--- config.mk ---
export PLATFORM = sky130hd
export DESIGN_NAME = holiday_lights_monitor_flat
export DESIGN_NICKNAME = d
export VERILOG_FILES = /design/src/rtl/holiday_lights_monitor_pkg.sv /design/src/rtl/holiday_lights_monitor_if.sv /design/src/rtl/holiday_lights_monitor_classify.sv /design/src/rtl/holiday_lights_monitor.sv /design/src/flat_wrapper.sv
export SDC_FILE = /design/constraint.sdc
export NUM_CORES = 1
export LEC_CHECK = 0
export BUFFER_PORTS_ARGS = -buffer_cell sky130_fd_sc_hd__buf_2
export CAP_MARGIN = 20
export CORE_MARGIN = 2
export CORE_UTILIZATION = 45
export DETAILED_ROUTE_END_ITERATION = 8
export MAX_ROUTING_LAYER = met4
export PLACE_DENSITY = 0.73
export SETUP_SLACK_MARGIN = 0.02
export SYNTH_ARGS = -nofsm -noshare
export SYNTH_HDL_FRONTEND = slang
export SYNTH_SLANG_ARGS = --single-unit
--- constraint.sdc ---
create_clock -name clk -period 5.4 [get_ports clk]
set_clock_uncertainty 0.2 [all_clocks]
set_input_delay 0.27 -clock clk [delete_from_list [all_inputs] [get_ports clk]]
set_output_delay 0.27 -clock clk [all_outputs]
set_load 0.05 [all_outputs]
--- src/rtl/holiday_lights_monitor_pkg.sv ---
// Shared state encoding, error codes and bit helpers
// for the rotating holiday-light bus monitor.
package holiday_lights_monitor_pkg;

    localparam logic [1:0] S_IDLE  = 2'd0;
    localparam logic [1:0] S_LOCK  = 2'd1;
    localparam logic [1:0] S_TRACK = 2'd2;
    localparam logic [1:0] S_ERR   = 2'd3;

    localparam logic [1:0] ERR_NONE   = 2'b00;
    localparam logic [1:0] ERR_SHAPE  = 2'b01;
    localparam logic [1:0] ERR_TIMING = 2'b10;
    localparam logic [1:0] ERR_STALL  = 2'b11;

    function automatic logic [15:0] rotl1(input logic [15:0] x);
        return {x[14:0], x[15]};
    endfunction

endpackage

--- src/rtl/holiday_lights_monitor_if.sv ---
// Light bus observed by the monitor plus its status outputs.
// The bench drives through master; the monitor uses slave.
interface holiday_lights_monitor_if;

    logic [15:0] led_in;
    logic        err_clr;
    logic        locked;
    logic [2:0]  width;
    logic [3:0]  pos;
    logic        rot_pulse;
    logic        reload_pulse;
    logic        err;
    logic [1:0]  err_code;
    logic [15:0] rot_count;

    modport master (
        output led_in, err_clr,
        input  locked, width, pos, rot_pulse, reload_pulse,
        input  err, err_code, rot_count
    );

    modport slave (
        input  led_in, err_clr,
        output locked, width, pos, rot_pulse, reload_pulse,
        output err, err_code, rot_count
    );

endinterface

--- src/rtl/holiday_lights_monitor_classify.sv ---
// Combinational classifier for a 16-bit circular run of 1..8 lit bits;
// reports run length minus one and the index of its lowest bit.
module light_pattern_classify
    import holiday_lights_monitor_pkg::*;
(
    input  logic [15:0] led_i,
    output logic        valid_o,
    output logic [2:0]  width_o,
    output logic [3:0]  pos_o
);

    logic [15:0] rise;
    logic [4:0]  ones;
    logic [4:0]  edges;

    // A rising boundary is a lit bit whose circular lower neighbour is dark.
    assign rise = led_i & ~rotl1(led_i);

    always_comb begin
        ones  = '0;
        edges = '0;
        pos_o = '0;
        for (int i = 0; i < 16; i++) begin
            ones  = ones + 5'(led_i[i]);
            edges = edges + 5'(rise[i]);
            if (rise[i]) pos_o = 4'(i);
        end
    end

    assign width_o = ones[2:0] - 3'd1;
    assign valid_o = (ones != 5'd0) && (ones <= 5'd8) && (edges == 5'd1);

endmodule

--- src/rtl/holiday_lights_monitor.sv ---
// Receive-side checker: locks onto a rotating light pattern, times each
// single-step left rotation and reports sticky shape/timing/stall errors.
module holiday_lights_monitor
    import holiday_lights_monitor_pkg::*;
#(
    parameter int unsigned PERIOD = 100_000_001,
    parameter int unsigned TOL    = 4,
    parameter int unsigned CW     = 32
) (
    input  logic clk,
    input  logic rst_n,
    holiday_lights_monitor_if.slave bus
);

    localparam logic [CW-1:0] WIN_LO = CW'(PERIOD - TOL);
    localparam logic [CW-1:0] WIN_HI = CW'(PERIOD + TOL);
    localparam logic [CW-1:0] LIMIT  = CW'(PERIOD + TOL + 1);

    logic [15:0]   led_q;
    logic [1:0]    state_q, state_d;
    logic [CW-1:0] cnt_q, cnt_d;
    logic [2:0]    width_q, width_d;
    logic [3:0]    pos_q, pos_d;
    logic          rot_q, rot_d;
    logic          reload_q, reload_d;
    logic [1:0]    code_q, code_d;
    logic [15:0]   rcnt_q, rcnt_d;

    logic          cls_valid;
    logic [2:0]    cls_width;
    logic [3:0]    cls_pos;
    logic          chg;
    logic          is_rot;
    logic          is_zero;
    logic [CW-1:0] cnt1;
    logic          in_win;
    logic [15:0]   rcnt_inc;

    light_pattern_classify u_cls (
        .led_i   (bus.led_in),
        .valid_o (cls_valid),
        .width_o (cls_width),
        .pos_o   (cls_pos)
    );

    assign chg      = bus.led_in != led_q;
    assign is_rot   = bus.led_in == rotl1(led_q);
    assign is_zero  = bus.led_in == 16'h0000;
    assign cnt1     = cnt_q + CW'(1);
    assign in_win   = (cnt1 >= WIN_LO) && (cnt1 <= WIN_HI);
    assign rcnt_inc = (rcnt_q == 16'hFFFF) ? rcnt_q : rcnt_q + 16'd1;

    always_comb begin
        state_d  = state_q;
        width_d  = width_q;
        pos_d    = pos_q;
        rot_d    = 1'b0;
        reload_d = 1'b0;
        code_d   = code_q;
        rcnt_d   = rcnt_q;
        cnt_d    = cnt_q;

        if (chg) begin
            cnt_d = '0;
        end else if ((state_q == S_LOCK || state_q == S_TRACK)
                     && cnt_q != LIMIT) begin
            cnt_d = cnt1;
        end

        unique case (state_q)
            S_IDLE: begin
                if (chg && cls_valid) begin
                    state_d = S_LOCK;
                    width_d = cls_width;
                    pos_d   = cls_pos;
                end else if (chg && !is_zero) begin
                    state_d = S_ERR;
                    code_d  = ERR_SHAPE;
                end
            end
            // First interval after a load is untimed.
            S_LOCK: begin
                if (chg) begin
                    if (is_rot) begin
                        state_d = S_TRACK;
                        rot_d   = 1'b1;
                        rcnt_d  = 16'd1;
                        pos_d   = pos_q + 4'd1;
                    end else if (cls_valid) begin
                        reload_d = 1'b1;
                        width_d  = cls_width;
                        pos_d    = cls_pos;
                    end else if (is_zero) begin
                        state_d = S_IDLE;
                    end else begin
                        state_d = S_ERR;
                        code_d  = ERR_SHAPE;
                    end
                end
            end
            S_TRACK: begin
                if (chg) begin
                    if (is_rot && in_win) begin
                        rot_d  = 1'b1;
                        rcnt_d = rcnt_inc;
                        pos_d  = pos_q + 4'd1;
                    end else if (is_rot) begin
                        state_d = S_ERR;
                        code_d  = ERR_TIMING;
                    end else if (cls_valid) begin
                        state_d  = S_LOCK;
                        reload_d = 1'b1;
                        rcnt_d   = '0;
                        width_d  = cls_width;
                        pos_d    = cls_pos;
                    end else if (is_zero) begin
                        state_d = S_IDLE;
                        rcnt_d  = '0;
                    end else begin
                        state_d = S_ERR;
                        code_d  = ERR_SHAPE;
                    end
                end else if (cnt1 >= LIMIT) begin
                    state_d = S_ERR;
                    code_d  = ERR_STALL;
                end
            end
            // Clear wins over any change arriving in the same cycle.
            S_ERR: begin
                if (bus.err_clr) begin
                    state_d = S_IDLE;
                    code_d  = ERR_NONE;
                    rcnt_d  = '0;
                end
            end
            default: state_d = S_IDLE;
        endcase
    end

    always_ff @(posedge clk or negedge rst_n) begin
        if (!rst_n) begin
            led_q    <= '0;
            state_q  <= S_IDLE;
            cnt_q    <= '0;
            width_q  <= '0;
            pos_q    <= '0;
            rot_q    <= 1'b0;
            reload_q <= 1'b0;
            code_q   <= ERR_NONE;
            rcnt_q   <= '0;
        end else begin
            led_q    <= bus.led_in;
            state_q  <= state_d;
            cnt_q    <= cnt_d;
            width_q  <= width_d;
            pos_q    <= pos_d;
            rot_q    <= rot_d;
            reload_q <= reload_d;
            code_q   <= code_d;
            rcnt_q   <= rcnt_d;
        end
    end

    assign bus.locked       = state_q == S_TRACK;
    assign bus.err          = state_q == S_ERR;
    assign bus.width        = width_q;
    assign bus.pos          = pos_q;
    assign bus.rot_pulse    = rot_q;
    assign bus.reload_pulse = reload_q;
    assign bus.err_code     = code_q;
    assign bus.rot_count    = rcnt_q;

endmodule

--- src/flat_wrapper.sv ---
// flat-port wrapper written by rule: the top's interface ports become plain ports
module holiday_lights_monitor_flat import holiday_lights_monitor_pkg::*;
#(
    parameter int unsigned PERIOD = 100_000_001,
    parameter int unsigned TOL    = 4,
    parameter int unsigned CW     = 32
)
  (clk, rst_n, bus_led_in, bus_err_clr, bus_locked, bus_width, bus_pos, bus_rot_pulse, bus_reload_pulse, bus_err, bus_err_code, bus_rot_count);
  holiday_lights_monitor_if bus_i ();
  input  logic clk;
  input  logic rst_n;
  input wire logic [$bits(bus_i.led_in)-1:0] bus_led_in;
  input wire logic [$bits(bus_i.err_clr)-1:0] bus_err_clr;
  output wire logic [$bits(bus_i.locked)-1:0] bus_locked;
  output wire logic [$bits(bus_i.width)-1:0] bus_width;
  output wire logic [$bits(bus_i.pos)-1:0] bus_pos;
  output wire logic [$bits(bus_i.rot_pulse)-1:0] bus_rot_pulse;
  output wire logic [$bits(bus_i.reload_pulse)-1:0] bus_reload_pulse;
  output wire logic [$bits(bus_i.err)-1:0] bus_err;
  output wire logic [$bits(bus_i.err_code)-1:0] bus_err_code;
  output wire logic [$bits(bus_i.rot_count)-1:0] bus_rot_count;
  assign bus_i.led_in = bus_led_in;
  assign bus_i.err_clr = bus_err_clr;
  assign bus_locked = bus_i.locked;
  assign bus_width = bus_i.width;
  assign bus_pos = bus_i.pos;
  assign bus_rot_pulse = bus_i.rot_pulse;
  assign bus_reload_pulse = bus_i.reload_pulse;
  assign bus_err = bus_i.err;
  assign bus_err_code = bus_i.err_code;
  assign bus_rot_count = bus_i.rot_count;
  holiday_lights_monitor #(.PERIOD(PERIOD), .TOL(TOL), .CW(CW)) u_core (.clk(clk), .rst_n(rst_n), .bus(bus_i));
endmodule
After elaboration in Yosys (flattened, before gate mapping). Index checks and enable logic that the tools add are counted.

Logic and storage cells: 169. Bits in registers: 77.

Equal/unequal tests: 24. Mux-type cells: 76. Bitwise operators: 2. Reduce and logical (&&, ||, !) cells: 20. Add/sub/neg operators: 34. Order comparisons: 4.

Operator list (number): $mux 16 (9); $add 5x1->5 (22); $mux 4 (21); $ge 32x27->1 const B (2); $mux 32 (2); $pmux 16 s3 (1); $mux 2 (21); $add 32x1->32 const B (1); $le 32x27->1 const B (1); $ne 32x27->1 const B (1); $mux 3 (6); $add 16x1->16 const B (1); $and 16x16->16 (1); $eq 16x16->1 (1); $eq 16x16->1 const B (1); $logic_not 16->1 (1); $ne 16x16->1 (1); $not 16->16 (1); $pmux 2 s4 (2); $ne 3x3->1 const B (4); $pmux 4 s3 (1); $add 4x1->5 (2); $mux 1 (10); $ne 2x1->1 const B (5); other kinds (25) (42).

Depth between registers and ports, before layout. Gate-level depths: netlist (run 1).

Word-level depth: 24. Gate-level depth with buffers: 22. Mapped depth without buffers: 21.

Hierarchy. Synthesis (run 1) repeated with hierarchy kept, for this count alone.

Cells, all modules: 750. Area total of the unflattened synthesis: 6483.7 sq um.

By module, submodules not included: holiday_lights_monitor (cells an instance 618, area an instance 5407.7 sq um, instances 1, seq. area each 1926.8 sq um); light_pattern_classify (cells an instance 132, area an instance 1076.0 sq um, instances 1, seq. area each 0.0 sq um).

Worst setup path after synthesis (run 1). OpenSTA, ideal clock, no wires.

Kind: input to register. From: input port bus_led_in[5]. To: register u_core.state_q[0]. Buffers on the path: 1. Setup slack: -150 ps. Stages on the path: 22. Required time: 5075 ps. Library setup time: 125 ps. Arrival: 5226 ps. Cell sequence: inv_1 > fa_1 > inv_1 > fa_1 > fa_1 > inv_1 > fa_1 > inv_1 > ha_1 > fa_1 > inv_1 > ha_1 > and3_1 > a2111oi_0 > a311oi_1 > o211a_1 > clkbuf_1 > nand2_1 > a21boi_0 > nand4_1 > a21oi_1 > mux2_2.

Word-level cells in the longest chain between the ends: 19. Elaborated cells on any way between the ends: 52. Classes of those cells: add/sub (22); order compare (1); eq/ne (8); mux (10); bitwise (2); reduce/logical (9).

RTL lines: start: declaration (RTL line flat_wrapper.sv:12) `input wire logic [$bits(bus_i.led_in)-1:0] bus_led_in;`; $add 5x1->5, or another cell as far along (2 in a row) (RTL line holiday_lights_monitor_classify.sv:24) `ones = ones + 5'(led_i[i]);`; $add 5x1->5, on equally long branches (9 in a row) (RTL line holiday_lights_monitor_classify.sv:24, holiday_lights_monitor_classify.sv:25); $le 5x4->1, or another cell as far along (RTL line holiday_lights_monitor_classify.sv:31) `assign valid_o = (ones != 5'd0) && (ones <= 5'd8) && (edges == 5'd1);`; $logic_and 1x1->1 / $eq 5x1->1 (equally long branches) (RTL line holiday_lights_monitor_classify.sv:31); $logic_and 1x1->1 (RTL line holiday_lights_monitor_classify.sv:31); $mux 2 (RTL line holiday_lights_monitor.sv:110) `end else if (cls_valid) begin`; $mux 2 (RTL line holiday_lights_monitor.sv:107) `end else if (is_rot) begin`; $mux 2 (RTL line holiday_lights_monitor.sv:103) `if (is_rot && in_win) begin`; $mux 2 (RTL line holiday_lights_monitor.sv:102) `if (chg) begin`; $pmux 2 s4 (RTL line holiday_lights_monitor.sv:70) `unique case (state_q)`; end signal: assignment (RTL line holiday_lights_monitor.sv:153) `state_q <= state_d;`; end: declaration (RTL line holiday_lights_monitor.sv:20) `logic [1:0] state_q, state_d;`.

Parallel ways exist; a longest one is shown, timed or not. The select of a mux whose other input is x is not followed. A chain may end at the register's enable or synchronous reset.

Worst setup path in the final report (run 1).
From: input port bus_led_in[11]. To: register u_core.pos_q[2], in the netlist u_core.bus.pos[2].

Word-level cells in the longest chain between the ends: 13. Elaborated cells on any way between the ends: 39. Classes of those cells: add/sub (10); order compare (1); eq/ne (7); mux (13); bitwise (2); reduce/logical (6).

RTL lines: $add 5x1->5, or another cell as far along (2 in a row) (RTL line holiday_lights_monitor_classify.sv:24); $add 5x1->5, on equally long branches (3 in a row) (RTL line holiday_lights_monitor_classify.sv:24, holiday_lights_monitor_classify.sv:25); $le 5x4->1, or another cell as far along (RTL line holiday_lights_monitor_classify.sv:31); $logic_and 1x1->1 / $eq 5x1->1 (equally long branches) (RTL line holiday_lights_monitor_classify.sv:31); $logic_and 1x1->1 (RTL line holiday_lights_monitor_classify.sv:31); $mux 4 (RTL line holiday_lights_monitor.sv:89, holiday_lights_monitor.sv:110); $mux 4 (RTL line holiday_lights_monitor.sv:107); $mux 4 (RTL line holiday_lights_monitor.sv:103); $mux 4 (RTL line holiday_lights_monitor.sv:102); $pmux 4 s3 (RTL line holiday_lights_monitor.sv:70); end signal: assignment (RTL line holiday_lights_monitor.sv:156) `pos_q <= pos_d;`; end: declaration (RTL line holiday_lights_monitor.sv:23) `logic [3:0] pos_q, pos_d;`.

Parallel ways exist; a longest one is shown, timed or not. The select of a mux whose other input is x is not followed.

==> results of run 1 <==
path summary, 6_finish.rpt:
check                                    start                  endpoint  cells after the start
hold / removal                   bus_led_in[3]           u_core.led_q[3]                      2
min in group asynchronous                rst_n           u_core.led_q[7]                      2
setup / recovery                bus_led_in[11]         u_core.bus.pos[2]                     22
max in group asynchronous                rst_n         u_core.state_q[0]                      3
setup reg to reg               u_core.cnt_q[0]  u_core.bus.rot_count[15]                     13
hold reg to reg            u_core.bus.width[0]       u_core.bus.width[0]                      2
metrics by stage:
step | util (%) | area (µm²) | total power [mW] | setup TNS (ps) | instances
4_1_cts | 53.58 | 7495 | 2.734 | 0 | 1010
2_1_floorplan | - | 6529 | 1.677 | 0 | 753
5_1_grt | 55.57 | 7774 | 3.152 | -975.8 | 1015
6_report | 55.57 | 7774 | 2.963 | 0 | 1015
3_5_place_dp | 50.85 | 7113 | 2.116 | -7351 | 984
3_3_place_gp | 50.85 | 7113 | 2.098 | -4638 | 984
kinds of logic after synthesis:
family                   after synthesis  synth area share [%]
AND/OR/NAND/NOR                      305                 26.27
buffers and inverters                106                 6.543
multiplexers                           5                0.8492
XOR/XNOR                              77                 10.40
flip-flops                            77                 29.72
AO/OA/AOI/OAI                        137                 15.02
adder cells (fa/ha/maj)               46                 11.19
registers in the layout, indices dropped and copies added, names as in the netlist:
register                 count
u_core.cnt_q                32
u_core.bus.rot_count        16
u_core.led_q                16
u_core.bus.pos               4
u_core.bus.width             3
u_core.bus.err_code          2
u_core.state_q               2
u_core.bus.reload_pulse      1
u_core.bus.rot_pulse         1
cells in the mapped netlist (5+ instances only):
| cell type | instances | area share (%) |
|---|---|---|
| a21oi_1 | 24 | 1.9 |
| and2_1 | 5 | 0.48 |
| and3_1 | 18 | 1.7 |
| and4_1 | 10 | 1.4 |
| buf_2 | 14 | 1.1 |
| clkbuf_1 | 17 | 0.98 |
| dfrtp_1 | 77 | 30 |
| fa_1 | 20 | 6.2 |
| ha_1 | 26 | 5.0 |
| inv_1 | 71 | 4.1 |
| nand2_1 | 58 | 3.4 |
| nand2b_1 | 13 | 1.3 |
| nand3_1 | 26 | 2.0 |
| nand4_1 | 14 | 1.4 |
| nor2_1 | 69 | 4.0 |
| nor3_1 | 23 | 1.8 |
| nor4_1 | 19 | 1.8 |
| nor4b_1 | 5 | 0.68 |
| o211ai_1 | 6 | 0.69 |
| o21ai_0 | 22 | 1.7 |
| o31ai_1 | 29 | 3.4 |
| or3_1 | 13 | 1.3 |
| xnor2_1 | 26 | 3.5 |
| xor2_1 | 51 | 6.9 |
area by class of cell:
type	count	area [µm²]	share of cell area [%]
multi-input combinational	570	4377	56.30
sequential	77	1927	24.79
inverter	72	270.3	3.477
clock inverter	7	55.05	0.7082
clock buffer	9	225.2	2.897
tap	180	225.2	2.897
timing repair buffer	100	694.4	8.933
power groups by stage:
stage / Combinational [mW] / Clock (mW) / Sequential, mW
after floorplan: 0.863 / 0 / 0.815
after global placement: 1.40 / 0 / 0.694
after detailed placement: 1.42 / 0 / 0.695
after CTS: 1.45 / 0.599 / 0.684
after global routing: 1.83 / 0.625 / 0.693
final: 1.69 / 0.593 / 0.684
worst max-delay path: cells and delay by family:
family / cells / cell delay [ps]
AO/OA/AOI/OAI: 7 / 1650
adder cells (fa/ha/maj): 7 / 2780
buffers and inverters: 6 / 400
AND/OR/NAND/NOR: 2 / 300
per-layer routing:
layer	vias up	share of wire, %
met5	-	0
met4	0	1.8
met2	199	48
met1	2877	45
li1	2820	-
met3	23	5.3
repair_timing:
| action | CTS | global route |
|---|---|---|
| gates resized for setup | 3 | 47 |
| setup buffers | 1 | 2 |
| setup endpoints to repair | 11 | 27 |
| pin swaps | 3 | 26 |
| hold endpoints to repair | 85 | 1 |
| cloned | 0 | 1 |
| hold buffers | 9 | 1 |
==> run summary, run 1 <==
Clk Tree Root Cell -> clkbuf_16
GR Layer Usage met3 -> 3.068%
RSZ-0062 raised after global routing -> yes
Worst path required time -> 5430 ps
Max_slew headroom -> 26.04%
Syn-to-layout area delta -> 19.92%
Async SR Flop Fraction -> 100.0%
Routed WL -> 17.09 mm
Crit-path max FO -> 8
I/O Buffers -> 47
GRT Total Usage -> 23.04%
Largest net degree at the start of global routing -> 78
Seq pwr share -> 23.1%
Core box area -> 13990 µm²
Number of unique standard cell types used by synthesis -> 79
P_leak -> 3.397 nW
Bufs on Longest Clock Path -> 2
GPL Wtd Cong -> 0.9080
Pre-CTS setup slack -> -371.9 ps
Max Clock Freq -> 186.3 MHz
Vias per cell -> 5.832
Syn Area/Cell -> 8.609 µm²
Worst-skew pair later-pin latency -> 360 ps
Comb pwr share -> 56.9%
Most used DFF post-synth -> dfrtp_1
Iteration-0 DRC Markers -> 584
HP Class -> in2reg
Nets -> 895
Run status -> complete, no violations
Initial Utilization -> 46.34%
CTS sink count -> 77
Psw -> 1.336 mW
Final hold slack -> 11.78 ps
CTS tree -> done
Final min period -> 5368 ps
Busiest grt layer -> met2
Commonest non-fill, non-tap cell in the layout -> dfrtp_1
Mapped Cells -> 753
Cell-internal power -> 1.626 mW
Max IR drop VDD -> 0.2200 mV
Met1 Track Usage GR -> 30.65%
Worst path slowest cell -> fa_1
Reg clk slew, reported paths -> 70 ps
Cell area after synthesis -> 6482 µm²
Pwr Density -> 381.1 nW/µm²
Final setup viols -> 0
Vias in the first global route -> 5551
Maxcap violations -> 0
Antenna-violating nets left -> 0
Syn nets -> 818
Most frequent cells in the layout -> dfrtp_1, nor2_1, inv_1, nand2_1, xor2_1
Register-to-register setup slack -> 390 ps
Most used cell, CP -> fa_1
Grt ovf -> 0
Final HPWL from detailed placement -> 12.00 mm
Initial antenna violation count -> 0
Sw Ratio -> 45.10%
# IOs -> 48
Clock buffer count from CTS -> 9
Peak per-stage delay on the critical path -> 540 ps
Router iterations before antenna repair -> 5
Cell Chain, Critical Path -> buf_6, fa_1, inv_2, fa_1, inv_2, fa_1, inv_1, fa_1, inv_1, ha_2, fa_1, inv_2, ha_4, nor3b_4, a2111oi_2, a311oi_1, o211a_2, nand2_2, a21oi_4, o31a_1, o31ai_1, a211o_1
Arrival time worst endpoint -> 5400 ps
Routed wire length per instance -> 16.84 µm
Die Width -> 124.0 µm
Diode count -> 0
Final Max Tran Viols -> 0
Final Hold Vio Count -> 0
CP Launch Type -> primary input
Clock share of power -> 20.0%
FILL cells -> 1228
Seq/Total Area, Yosys -> 29.72%
Die area -> 15380 µm²
Ys Warns -> 0
Residual DRC count -> 0
# rows -> 43
Critical path class -> in2reg
Clock H-tree levels -> 3
Slew at the pin closest to its max-slew limit -> 1105 ps
Final period util -> 99.41%
Final WS setup -> 31.79 ps
Seq cells post-synth -> 77
Die Y -> 124.0 µm
First-pass GRT wire length -> 27.32 mm
Global Route met2 Usage -> 36.71%
Post-synth EDFFs -> 0
Vias -> 5919
Layout cells sized above 1 -> 20.12%
Critical Path Sink Type -> register
Note: power is estimated with default switching activity, not from simulation.
==> run 2: changes to the inputs <==
Clock period 5.4 ns to 5.14 ns, I/O delays scaled along.
==> run 2 against run 1 <==
Against the previous run:
- the run now ends with setup timing left
- total power grew 11%
- die area is the same
- cell area grew 4.4%
- final cell count grew 2.2%
- register-to-register slack gained 20 ps
- global-route usage grew 0.59 points
- sequential power grew 5.4%
- critical path type unchanged
- critical endpoint is now u_core.bus.err_code[0]
==> run summary, run 2 (same netlist as run 1, synthesis figures left out) <==
Clk Tree Root Cell -> clkbuf_16
Critical Path Sink Type -> register
Pre-CTS setup slack -> -548.6 ps (-176.7 ps)
Reg with most FFs -> u_core.cnt_q
HP Class -> in2reg
Critical path class -> in2reg
Bufs on Longest Clock Path -> 2 (unchanged)
GRT Total Usage -> 23.63% (+0.59 points)
Routed wire length per instance -> 16.50 µm (-2.0%)
Max reg flops -> 32 (unchanged)
Worst Hold Depth -> 2 (unchanged)
Layout cells sized above 1 -> 23.45% (+3.3 points)
Final HPWL from detailed placement -> 11.83 mm (-1.4%)
First-pass GRT wire length -> 27.88 mm (+2.1%)
Register-to-register setup slack -> 410 ps (+20 ps)
Max IR drop VDD -> 0.2484 mV (+13%)
Maxcap violations -> 0 (unchanged)
Pwr Density -> 405.7 nW/µm² (+6.4%)
Core box area -> 13990 µm² (unchanged)
Iteration-0 DRC Markers -> 659 (+13%)
Finished Layout Cells -> 1037 (+2.2%)
Antenna-violating nets left -> 0 (unchanged)
Worst r2r path cells -> 13 (unchanged)
Run status -> finished, violations left
Reg clk slew, reported paths -> 60 ps (about the same)
I/O Buffers -> 47 (unchanged)
Routed WL -> 17.11 mm (about the same)
P_leak -> 3.557 nW (+4.7%)
Worst path slowest cell -> fa_1
Die Y -> 124.0 µm (unchanged)
Grt ovf -> 0 (unchanged)
Final period util -> 101.7%
Seq pwr share -> 21.9% (-1.2 points)
CTS tree -> done
Vias per cell -> 5.882 (+0.87%)
Residual DRC count -> 0 (unchanged)
Final Hold Vio Count -> 0 (unchanged)
Vias in the first global route -> 5524 (-0.49%)
Clock buffer count from CTS -> 9 (unchanged)
Max_slew headroom -> 32.04% (+6.0 points)
Final min period -> 5228 ps
Clock H-tree levels -> 3 (unchanged)
Final Util -> 58.01% (+2.4 points)
Failing checks -> setup timing
Sw Ratio -> 44.81% (-0.29 points)
Psw -> 1.475 mW (+10%)
Most frequent cells in the layout -> dfrtp_1, nor2_1, inv_1, buf_4, nand2_1
Syn-to-layout area delta -> 25.19%
Initial Utilization -> 46.34% (unchanged)
Slew at the pin closest to its max-slew limit -> 1016 ps (-89.69 ps)
Die area -> 15380 µm² (unchanged)
Total power -> 3.292 mW (+11%)
CTS sink count -> 77 (unchanged)
# rows -> 43 (unchanged)
Worst-skew pair later-pin latency -> 350 ps (about the same)
Comb pwr share -> 59.3% (+2.4 points)
Most used cell, CP -> fa_1
CP Launch Type -> primary input
Initial antenna violation count -> 0 (unchanged)
Crit-path max FO -> 5 (-3)
GPL Wtd Cong -> 0.8885 (-2.1%)
Cell Chain, Critical Path -> buf_8, fa_1, inv_1, fa_1, inv_2, fa_1, inv_1, fa_1, inv_2, ha_4, fa_1, inv_2, ha_4, and3_4, a2111oi_4, a311oi_2, o211a_4, o31ai_2, and4_1, o211ai_1, buf_4, o22a_1
Cell-internal power -> 1.817 mW (+12%)
Clock share of power -> 18.8% (-1.2 points)
Final setup viols -> 20 (+20)
Arrival time worst endpoint -> 5270 ps (-130 ps)
Peak per-stage delay on the critical path -> 520 ps (-20 ps)
DP Cell Count -> 1000 (+1.6%)
Die Width -> 124.0 µm (unchanged)
RSZ-0062 raised after global routing -> yes
Nets -> 917 (+2.5%)
Commonest non-fill, non-tap cell in the layout -> dfrtp_1
Max Clock Freq -> 191.3 MHz
Router iterations before antenna repair -> 5 (unchanged)
Final Max Tran Viols -> 0 (unchanged)
Worst path required time -> 5180 ps (-250 ps)
Final WS setup -> -87.80 ps (-119.6 ps)
# IOs -> 48 (unchanged)
Largest net degree at the start of global routing -> 78 (unchanged)
Diode count -> 0 (unchanged)
Vias -> 6100 (+3.1%)
==> run 2: critical path, delay by kind of cell <==
kind | cells | cell delay [ps]
adders and majority gates | 7 | 2830
AOI/OAI and AO/OA | 6 | 1230
buffers and inverters | 7 | 550
and+or+nand+nor | 2 | 390
==> run 2: power by group through the flow <==
stage	sequential, mW	combinational [mW]	clock, mW
finish	0.721	1.95	0.618
global route	0.728	2.13	0.657
CTS	0.719	1.76	0.630
detailed placement	0.731	1.54	0
global placement	0.731	1.53	0
floorplan	0.856	0.937	0
==> run 2: final cells by class <==
type | count | area [µm²]
timing repair buffer | 121 | 862.1
inverter | 72 | 277.8
multi-input combinational | 571 | 4541
tap | 180 | 225.2
fill | 1189 | 5873
clock inverter | 7 | 57.56
sequential | 77 | 1927
clock buffer | 9 | 225.2
==> run 2: final timing paths <==
path / startpoint / to
setup / recovery: bus_led_in[11] / u_core.bus.err_code[0]
hold / removal: bus_led_in[5] / u_core.led_q[5]
setup reg to reg: u_core.cnt_q[0] / u_core.bus.rot_count[2]
hold reg to reg: u_core.bus.width[0] / u_core.bus.width[0]
max in group asynchronous: rst_n / u_core.cnt_q[15]
min in group asynchronous: rst_n / u_core.led_q[8]
==> run 2: stage by stage <==
step	area [µm²]	hold slack [ps]	TNS [ps]
floorplan	6561	-238.6	-624.8
global placement	7259	264.8	-11920
detailed placement	7259	271.1	-12750
CTS	7870	2.236	-500.6
global route	8115	20.88	-4672
finish	8115	12.57	-583.0
==> run 2: timing repair <==
item | 4_1_cts | 5_1_grt
endpoints found under the hold margin | 87 | 0
hold buffers | 11 | 0
cloned | 1 | 0
buffers inserted | 4 | 4
endpoints found under the setup margin | 27 | 27
gates resized for setup | 38 | 35
pin swaps | 32 | 13
==> run 2: metal layers <==
metal | track usage [%] | wire length (µm) | vias up
met4 | 7.514 | 298 | 0
met3 | 3.388 | 954 | 28
li1 | - | - | 2877
met5 | - | 0 | -
met1 | 32.08 | 7814 | 2977
met2 | 36.61 | 8041 | 218
